`config.mk`:
```
export PLATFORM = sky130hd
export DESIGN_NAME = display_page_arbiter
export DESIGN_NICKNAME = d
export VERILOG_FILES = /design/src/rtl/display_page_arbiter.sv
export SDC_FILE = /design/constraint.sdc
export NUM_CORES = 1
export LEC_CHECK = 0
export CAP_MARGIN = 20
export CORE_MARGIN = 5
export CORE_UTILIZATION = 48
export CTS_BUF_LIST = sky130_fd_sc_hd__clkbuf_4
export DETAILED_ROUTE_END_ITERATION = 12
export MAX_ROUTING_LAYER = met4
export PLACE_DENSITY = 0.89
export SLEW_MARGIN = 20
export SYNTH_ARGS = -nofsm -noshare
export SYNTH_HDL_FRONTEND = slang
export SYNTH_SLANG_ARGS = --single-unit
```
`constraint.sdc`:
```
create_clock -name clk -period 6.5 [get_ports clk]
set_input_delay 0.975 -clock clk [delete_from_list [all_inputs] [get_ports clk]]
set_output_delay 0.975 -clock clk [all_outputs]
set_load 0.02 [all_outputs]
```
`src/rtl/display_page_arbiter.sv`:
```
// Fixed-priority owner of the shared time display: alert > countdown > current time,
// with a minimum hold on pop-up pages. Define DISP_ARB_BLINK_EN to blink the digit under adjustment.
module display_page_arbiter #(
    parameter int HOLD_CYCLES = 200_000_000,
    parameter int BLINK_HALF  = 50_000_000
) (
    input  logic        clk,
    input  logic        rst,
    input  logic [2:0]  req,
    input  logic [31:0] data0,
    input  logic [31:0] data1,
    input  logic [31:0] data2,
    input  logic        adjust,
    input  logic [5:0]  blink_mask,
    output logic [31:0] time_data_out,
    output logic [2:0]  grant,
    output logic        busy
);

    localparam int HOLD_W = (HOLD_CYCLES > 1) ? $clog2(HOLD_CYCLES) : 1;
    localparam logic [HOLD_W-1:0] HOLD_LOAD = HOLD_W'(HOLD_CYCLES - 1);

    typedef enum logic [1:0] {
        IDLE = 2'd0,
        OWN1 = 2'd1,
        OWN2 = 2'd2
    } state_t;

    state_t            state;
    state_t            state_next;
    logic [HOLD_W-1:0] hold_cnt;
    logic [HOLD_W-1:0] hold_next;
    logic              hold_done;
    logic [31:0]       owner0_word;
    logic [31:0]       word_next;

    assign hold_done = (hold_cnt == '0);
    assign busy      = !hold_done;

    always_ff @(posedge clk or negedge rst) begin
        if (!rst) begin
            state         <= IDLE;
            hold_cnt      <= '0;
            time_data_out <= '0;
        end else begin
            state         <= state_next;
            hold_cnt      <= hold_next;
            time_data_out <= word_next;
        end
    end

    always_comb begin
        state_next = state;
        case (state)
            IDLE: begin
                if (req[2])      state_next = OWN2;
                else if (req[1]) state_next = OWN1;
            end
            OWN1: begin
                if (req[2])                     state_next = OWN2;
                else if (hold_done && !req[1])  state_next = IDLE;
            end
            OWN2: begin
                // the alert page is never preempted, only released once its hold runs out
                if (hold_done && !req[2]) state_next = req[1] ? OWN1 : IDLE;
            end
            default: state_next = IDLE;
        endcase
    end

    // Reload on every change of pop-up owner (including alert -> countdown), else count down to 0.
    always_comb begin
        hold_next = hold_cnt;
        if (state_next == IDLE)       hold_next = '0;
        else if (state_next != state) hold_next = HOLD_LOAD;
        else if (!hold_done)          hold_next = hold_cnt - 1'b1;
    end

    always_comb begin
        case (state)
            OWN1:    grant = 3'b010;
            OWN2:    grant = 3'b100;
            default: grant = 3'b001;
        endcase
        case (state_next)
            OWN1:    word_next = data1;
            OWN2:    word_next = data2;
            default: word_next = owner0_word;
        endcase
    end

`ifdef DISP_ARB_BLINK_EN
    localparam int BLINK_W = (BLINK_HALF > 1) ? $clog2(BLINK_HALF) : 1;
    localparam logic [BLINK_W-1:0] BLINK_LAST = BLINK_W'(BLINK_HALF - 1);

    logic [BLINK_W-1:0] blink_cnt;
    logic               blink_off;

    // Blink mask bit i selects nibble i + i/2 (separator nibbles 2 and 5 are skipped).
    function automatic logic [31:0] blank_nibbles(input logic [31:0] word, input logic [5:0] mask);
        logic [31:0] w;
        w = word;
        for (int i = 0; i < 6; i++) begin
            if (mask[i]) w[4*(i + i/2) +: 4] = 4'b1110;
        end
        return w;
    endfunction

    // Held at zero outside adjust mode so every adjust session opens with a full on half-period.
    always_ff @(posedge clk or negedge rst) begin
        if (!rst) begin
            blink_cnt <= '0;
            blink_off <= 1'b0;
        end else if (!adjust) begin
            blink_cnt <= '0;
            blink_off <= 1'b0;
        end else if (blink_cnt == BLINK_LAST) begin
            blink_cnt <= '0;
            blink_off <= !blink_off;
        end else begin
            blink_cnt <= blink_cnt + 1'b1;
        end
    end

    assign owner0_word = (adjust && blink_off) ? blank_nibbles(data0, blink_mask) : data0;
`else
    logic unused_blink;
    assign unused_blink = ^{adjust, blink_mask};
    assign owner0_word  = data0;
`endif

endmodule
```
; ---- After elaboration in Yosys (flattened, before gate mapping)
; Index checks and enable logic that the tools add are counted.
[op_classes]
reduce_logical = 8
n_addsub = 1
shifts = 0
n_eq_ne = 6
mul = 0
n_bitwise = 0
magnitude_cmp = 0
div_mod_pow = 0
mux = 12
[ops]
columns = op, n
row1 = $mux W28, 3
row2 = $pmux W32 S2, 1
row3 = $logic_not A28 Y1, 1
row4 = $sub A28 B1 Y28 const B, 1
row5 = $mux W2, 5
row6 = $pmux W2 S3, 1
row7 = $pmux W3 S2, 1
row8 = $eq A2 B1 Y1 const B, 2
row9 = $eq A2 B2 Y1 const B, 2
row10 = $logic_not A2 Y1, 2
row11 = $logic_not A1 Y1, 3
row12 = $ne A3 B1 Y1 const B, 1
row13 = $logic_and A1 B1 Y1, 2
row14 = $ne A2 B2 Y1, 1
row15 = $mux W1, 1
[word_totals]
n_memories = 0
word_cells = 30
mem_bits_ro = 0
ram_bits = 0
register_bits = 62
in_bits = 108
out_inout_bits = 36
latchBits = 0

; ---- Logic depth before layout (Yosys ltp)
; Gate-level depths: netlist (run 1).
[depth]
word_depth = 8
ltp_mapped = 13

; ---- Worst setup path before layout (run 1)
; Ideal clock, no wire load.
[synth_path]
path_type = input-to-reg
start = input port req[2]
end = register time_data_out[0]
setup_time_ns = 0.077
t_arrival_ns = 2.818
cell_stages = 9
setup_slack_ns = 3.605
cell_sequence = clkbuf_1 -> nor2_1 -> or3_1 -> a21o_1 -> ha_1 -> clkbuf_1 -> clkbuf_1 -> nor2_1 -> a21oi_1
[synth_between]
elab_chain_len = 6
elab_cells_between_ends = 9
cone_classes = eq/ne (2) / mux (5) / reduce/logical (2)
[synth_rtl]
columns = element, line_no
row1 = from (decl), 9  ; input logic [2:0] req,
row2 = $logic_not A1 Y1, 65  ; if (hold_done && !req[2]) state_next = req[1] ? OWN1 : IDLE;
row3 = $logic_and A1 B1 Y1, 65
row4 = $mux W2, 65
row5 = $pmux W2 S3 *, 54  ; case (state)
row6 = $eq A2 B2 Y1 / $eq A2 B1 Y1 (equally long branches), 85  ; case (state_next)
row7 = $pmux W32 S2 *, 85
row8 = via word_next[0], 35  ; logic [31:0] word_next;
row9 = to (signal assigned), 48  ; time_data_out <= word_next;
row10 = to (decl), 15  ; output logic [31:0] time_data_out,
; Mark *: on every way through the listed nets, which the timed path passes. The rest lies on a longest branch.
; A chain may end at the register's enable or synchronous reset.

; ---- Final worst setup path (run 1)
[layout_path]
start = register hold_cnt[8]
end = register time_data_out[12]
[layout_between]
elab_chain_len = 7
elab_cells_between_ends = 10
cone_classes = eq/ne (2) / mux (5) / reduce/logical (3)
[layout_rtl]
columns = element, line_no
row1 = from (decl), 31  ; logic [HOLD_W-1:0] hold_cnt;
row2 = from (signal assigned), 47  ; hold_cnt <= hold_next;
row3 = $logic_not A28 Y1 *, 37  ; assign hold_done = (hold_cnt == '0);
row4 = $logic_and A1 B1 Y1, 61  ; else if (hold_done && !req[1]) state_next = IDLE;
row5 = $mux W2, 61
row6 = $mux W2, 60  ; if (req[2]) state_next = OWN2;
row7 = $pmux W2 S3 *, 54
row8 = $eq A2 B2 Y1 / $eq A2 B1 Y1 (equally long branches), 85
row9 = $pmux W32 S2 *, 85
row10 = via word_next[12], 35
; Marked as above.

==> results.yml, run 1 <==
clock_tree:
  cts_resized: 0
  h-tree-depth: 3
  cts.sinks: 62
  insertion_delay_ns: 0.41
  cts-root-buf: "clkbuf_4"
  post_cts_buffers: 0
  postCtsHoldBufs: 0
  cts_made_buffers: 9
  clock_path_buffers: 2
  path_clk_slew_ns: 0.09
  cts_tree: "done"
global_routing:
  grt_first_pass_wirelength_mm: 16.22
  grt_usage_pct: 24.22
  antenna_found_initial: 0
  met2_usage_pct: 40.72
  met3_usage_pct: 7.331
  use_met1_pct: 27.37
  grt_max_degree: 65
  busiest_layer: "met2"
  grt_pass1_vias: 3337
  grt_overflow: 0
worst_setup_path:
  crit_family: "simple AND/OR/NAND/NOR gates"
  cpMaxStageDelayCell: "ha_2"
  slowest_delay_ns: 1.01
  crit_chain: "nor4_2 > nand4_1 > nand3b_4 > nor2_1 > mux2i_1 > o22a_1 > ha_2 > nor2_1 > a21oi_1"
  critPathMostFrequentCell: "nor2_1"
  critPathLaunchType: "flip-flop"
  worst-setup-path-type: "flip-flop to flip-flop"
  arrival_ns: 3.98
  required_ns: 6.81
  cp_max_fo: 64
  path_buf_inv: 0
  end_kind: "flip-flop"
sta:
  slew_violations: 0
  worst_pin_slew_ns: 1.009
  period_share_pct: 56.40
  slew_headroom_pct: 32.74
  setup_violations: 0
  fmax_ghz: 0.2728
  finClkSkew_ns: 0.01636
  rsz0062_at_grt: "false"
  hold_violations: 0
  tns_ns: 0
  min_period_ns: 3.666
worst_hold_path:
  hold_path_class: "flip-flop to flip-flop"
die:
  rows: 30
  pin_count: 144
  coreArea_um2: 6869
  initial_utilization_pct: 49.78
  die_h_um: 94.41
  die_area_um2: 8912
  die-width_um: 94.41
route:
  routed_wl_mm: 9.899
  vias: 3208
  drt-initial-drc-count: 252
  vias_per_cell: 5.531
  routedWlPerCell_um: 17.07
  drc: 0
  firstDrtPassIters: 6
  ant_nets: 0
synth:
  synthTopCellsByArea: "dfrtp_1 45%, a22oi_1 7.0%, a21oi_1 6.6%"
  ys_warn_count: 0
  syn_area_per_cell_um2: 9.632
  yosys.area.top_type: "dfrtp_1"
  syn_area_um2: 3420
  synth_flop_cell: "dfrtp_1"
  netlist_instances: 355
  synth_edf_count: 0
  synthDistinctLibCells: 51
  syn-num-nets: 473
  ys_ff_latch: 62
  seq_area_frac_synth_pct: 45.37
  yosysTopAreaCellShare_pct: 45.37
  synth-async-reset-ratio_pct: 100.0
pwr:
  finalPower_mw: 2.432
  powerDensity_nw_per_um2: 495.7
  p_leak_nw: 1.997
  worst_ir_drop_vdd_mv: 0.3599
final_layout:
  drive_gt1_share_pct: 9.298
  diodes: 0
  final_util_pct: 71.42
  nets: 598
  syn2layout_area_growth_pct: 43.47
placement:
  gp_congestion: 0.8456
  io_buffers: 135
  hpwlAfterDp_mm: 7.435
job:
  maxCapViolCount: 0
outcome:
  status: "finished, final reports clean"
-- cells in the final DEF (no fill, tap or decap), types with 5 or more instances in the layout --
| cell type | netlist | routed |
|---|---|---|
| a21oi_1 | 45 | 45 |
| a21oi_2 | 12 | 12 |
| a22oi_1 | 32 | 32 |
| clkbuf_4 | 0 | 12 |
| clkdlybuf4s50_1 | 0 | 134 |
| dfrtp_1 | 62 | 62 |
| ha_1 | 10 | 7 |
| inv_1 | 8 | 8 |
| nand2_1 | 24 | 24 |
| nand3_1 | 5 | 5 |
| nor2_1 | 46 | 46 |
| nor4_1 | 6 | 6 |
| xnor2_1 | 15 | 15 |
| xor2_1 | 9 | 9 |
-- routing by layer --
layer / vias up / wire, um / part of all wire (%)
met4: 0 / 329 / 3.3
met5: - / 0 / 0
met2: 143 / 4951 / 50
met1: 1506 / 3805 / 38
met3: 25 / 813 / 8.2
li1: 1534 / - / -
-- cell families after synthesis --
| group | synth area share [%] |
|---|---|
| mux | 0.6220 |
| buf+inv | 3.732 |
| compound gates | 21.30 |
| flops | 45.37 |
| fa+ha+maj | 3.659 |
| simple gates | 19.17 |
| xor+xnor | 6.147 |
-- Yosys cell counts, types with 5 or more instances --
master,number
dfrtp_1,62
nor2_1,46
a21oi_1,45
a22oi_1,32
nand2_1,24
clkbuf_1,19
xnor2_1,15
a21oi_2,12
ha_1,10
xor2_1,9
inv_1,8
nor4_1,6
nand3_1,5
-- worst min-delay path, delay by kind of cell, from the launching register on --
family                    cells  cell delay, ns
DFF                           1            0.37
xor gates and xnor gates      1            0.08
and+or+nand+nor               1            0.07
-- cell type report --
| type | count | area (um^2) |
|---|---|---|
| repair buffers | 136 | 1354 |
| fillers | 498 | 1963 |
| flip-flops and latches | 62 | 1551 |
| inverters | 8 | 30.03 |
| clock buffers | 12 | 90.09 |
| clock inverters | 3 | 12.51 |
| well taps | 96 | 120.1 |
| multi-input cells | 263 | 1748 |
-- state kept, by name, indices dropped and copies added, names as in the netlist --
register / flops
state: 2
hold_cnt: 28
time_data_out: 32
-- per-stage QoR --
stage,worst slack [ns],hold WS [ns],instance area [um^2],instances
5_1_grt,2.384,0.5946,4906,580
4_1_cts,2.606,0.5556,4901,580
2_1_floorplan,3.605,0.5109,3420,355
6_report,2.834,0.5511,4906,580
3_5_place_dp,2.608,0.5331,4798,565
3_3_place_gp,2.645,0.5290,4798,565
-- power by group --
part | switching [mW] | total (mW) | internal [mW]
registers | 0.117 | 0.687 | 0.570
clock network | 0.127 | 0.214 | 0.0867
logic | 0.888 | 1.53 | 0.643
-- worst paths after layout --
kind / startpoint / end / slack, ns / depth (start not counted)
min in group asynchronous: rst / hold_cnt[25] / 0.72 / 2
worst min-delay path: hold_cnt[20] / hold_cnt[20] / 0.55 / 2
worst min register to register: hold_cnt[20] / hold_cnt[20] / 0.55 / 2
worst max register to register: hold_cnt[8] / time_data_out[12] / 2.83 / 9
max in group asynchronous: rst / time_data_out[8] / 5.26 / 2
worst max-delay path: hold_cnt[8] / time_data_out[12] / 2.83 / 9
No activity file was read; power rests on OpenSTA's default activity.
==> run 2: changes to the inputs <==
--- a/config.mk
+++ b/config.mk
@@ -7,11 +7,11 @@
 export LEC_CHECK = 0
 export CAP_MARGIN = 20
 export CORE_MARGIN = 5
-export CORE_UTILIZATION = 48
+export CORE_UTILIZATION = 44
 export CTS_BUF_LIST = sky130_fd_sc_hd__clkbuf_4
 export DETAILED_ROUTE_END_ITERATION = 12
 export MAX_ROUTING_LAYER = met4
-export PLACE_DENSITY = 0.89
+export PLACE_DENSITY = 0.82
 export SLEW_MARGIN = 20
 export SYNTH_ARGS = -nofsm -noshare
 export SYNTH_HDL_FRONTEND = slang
==> constraint.sdc (replaced) <==
create_clock -name clk -period 3.8 [get_ports clk]
set_input_delay 0.57 -clock clk [delete_from_list [all_inputs] [get_ports clk]]
set_output_delay 0.57 -clock clk [all_outputs]
set_load 0.02 [all_outputs]
==> results.yml, run 2 (synthesis results as in run 1) <==
clock_tree:
  clock_path_buffers: 2
  h-tree-depth: 3
  cts.sinks: 62
  cts_resized: 0
  cts-root-buf: "clkbuf_4"
  postCtsHoldBufs: 0
  cts_made_buffers: 9
  insertion_delay_ns: 0.41
  path_clk_slew_ns: 0.11
  post_cts_buffers: 0
  cts_tree: "done"
worst_setup_path:
  cp_max_fo: 25
  arrival_ns: 2.63
  cpMaxStageDelayCell: "or4_1"
  crit_chain: "or4_1 > nor2_4 > nand3b_4 > buf_4 > clkdlybuf4s50_1"
  required_ns: 3.23
  slowest_delay_ns: 0.65
  path_buf_inv: 2
  crit_family: "simple AND/OR/NAND/NOR gates"
  rr_startpoint: "hold_cnt[17]"
  reg2regPathDepth: 10
  end_kind: "output pin"
  timing.rr.end: "time_data_out[23]"
  critPathLaunchType: "flip-flop"
  regToRegSetupSlack_ns: 0.66
  worst-setup-path-type: "flip-flop to output pin"
die:
  die_area_um2: 9634
  pin_count: 144
  coreArea_um2: 7647
  die-width_um: 98.16
  rows: 32
  die_h_um: 98.16
  initial_utilization_pct: 44.72
final_layout:
  multi_input_area_um2: 1743
  final_common_cell: "clkdlybuf4s50_1"
  fillers: 616
  regMostFlops: "time_data_out"
  reg_top3: "time_data_out: 32 flops, hold_cnt: 28 flops, state: 2 flops"
  largest_register_ffs: 32
  layout_common_cells: "134 x clkdlybuf4s50_1, 62 x dfrtp_1, 46 x nor2_1"
  nets: 604
  syn2layout_area_growth_pct: 46.07
  final_area_um2: 4995
  final_util_pct: 65.31
  final_cell_count_no_fill: 592
  drive_gt1_share_pct: 10.20
  diodes: 0
  seq_area_um2: 1551
route:
  wl_met2_mm: 4.825
  wirelength_met1_mm: 3.815
  met3_length_um: 770
  vias_per_cell: 5.439
  routed_wl_mm: 9.595
  routedWlPerCell_um: 16.21
  drc: 0
  firstDrtPassIters: 4
  highest_layer: "met4"
  vias: 3220
  ant_nets: 0
  drt-initial-drc-count: 293
sta:
  setup_violations: 0
  rsz0062_at_grt: "false"
  holdWs_ns: 0.1873
  finClkSkew_ns: 0.01302
  slew_headroom_pct: 56.27
  fin_ws_ns: 0.6000
  hold_violations: 0
  period_share_pct: 84.21
  min_period_ns: 3.200
  tns_ns: 0
  slew_violations: 0
  fmax_ghz: 0.3125
  worst_pin_slew_ns: 0.6560
worst_hold_path:
  hold_path_class: "input port to asynchronous set/reset pin"
global_routing:
  grt_pass1_vias: 3363
  grt_first_pass_wirelength_mm: 15.99
  grt_overflow: 0
  grt_usage_pct: 21.28
  grt_max_degree: 45
  antenna_found_initial: 0
pwr:
  sw_frac_of_total_pct: 45.87
  p_leak_nw: 2.041
  switchingPower_mw: 1.968
  p_int_mw: 2.322
  powerDensity_nw_per_um2: 858.9
  finalPower_mw: 4.290
  power_frac_clock_pct: 10.3
  p_seq_share_pct: 27.2
  comb_power_share_pct: 62.6
  worst_ir_drop_vdd_mv: 0.4558
job:
  maxCapViolCount: 0
placement:
  dpl.cell_count: 577
  gp_congestion: 0.9015
  placed_area_um2: 4863
  io_buffers: 135
  post-place-ws_ns: 0.6865
  hpwlAfterDp_mm: 7.425
outcome:
  status: "finished, final reports clean"
-- run 2: changes by cell type in the layout (fill, tap and decap cells not counted), sizes merged --
cell / before / now
clkinvlp: 0 / 1
buf: 2 / 8
bufinv: 0 / 1
clkinv: 3 / 4
clkbuf: 12 / 9
-- run 2: per-layer routing --
layer  up-vias  track usage [%]
met1      1518            24.85
met4         0            7.248
met5         -                -
met3        14            6.571
li1       1542                -
met2       146            34.97
-- run 2: power by group through the flow --
stage | Sequential [mW] | Combinational (mW) | Clock (mW)
CTS | 1.17 | 2.69 | 0.452
floorplan | 1.37 | 1.58 | 0
detailed placement | 1.18 | 2.68 | 0
finish | 1.17 | 2.68 | 0.440
global route | 1.21 | 2.94 | 0.481
global placement | 1.17 | 2.62 | 0
-- run 2: worst max path at each step --
stage / start / end / slack [ns] / cells after the start
3_5_place_dp: req[2] / time_data_out[23] / 0.69 / 8
5_1_grt: hold_cnt[0] / time_data_out[23] / 0.45 / 12
2_1_floorplan: hold_cnt[15] / time_data_out[0] / 0.98 / 11
6_report: hold_cnt[15] / busy / 0.60 / 5
4_1_cts: hold_cnt[8] / busy / 0.59 / 5
3_3_place_gp: hold_cnt[17] / time_data_out[23] / 0.79 / 10
-- run 2: area by class of cell --
cell class,count,share of cell area (%)
Sequential cell,62,31.06
Multi-Input combinational cell,263,34.89
Clock inverter,6,1.278
Inverter,8,0.6012
Timing Repair Buffer,142,28.26
Tap cell,102,2.555
Clock buffer,9,1.353
-- run 2: worst reg2reg max path: stages (launching register included) --
cell	delay, ns
dfrtp_1	0.45
or4_4	0.60
or3_4	0.36
nor2_2	0.18
nand3_1	0.11
a21oi_1	0.21
o22a_1	0.20
ha_2	0.43
buf_12	0.26
nor2_1	0.09
a21oi_1	0.16
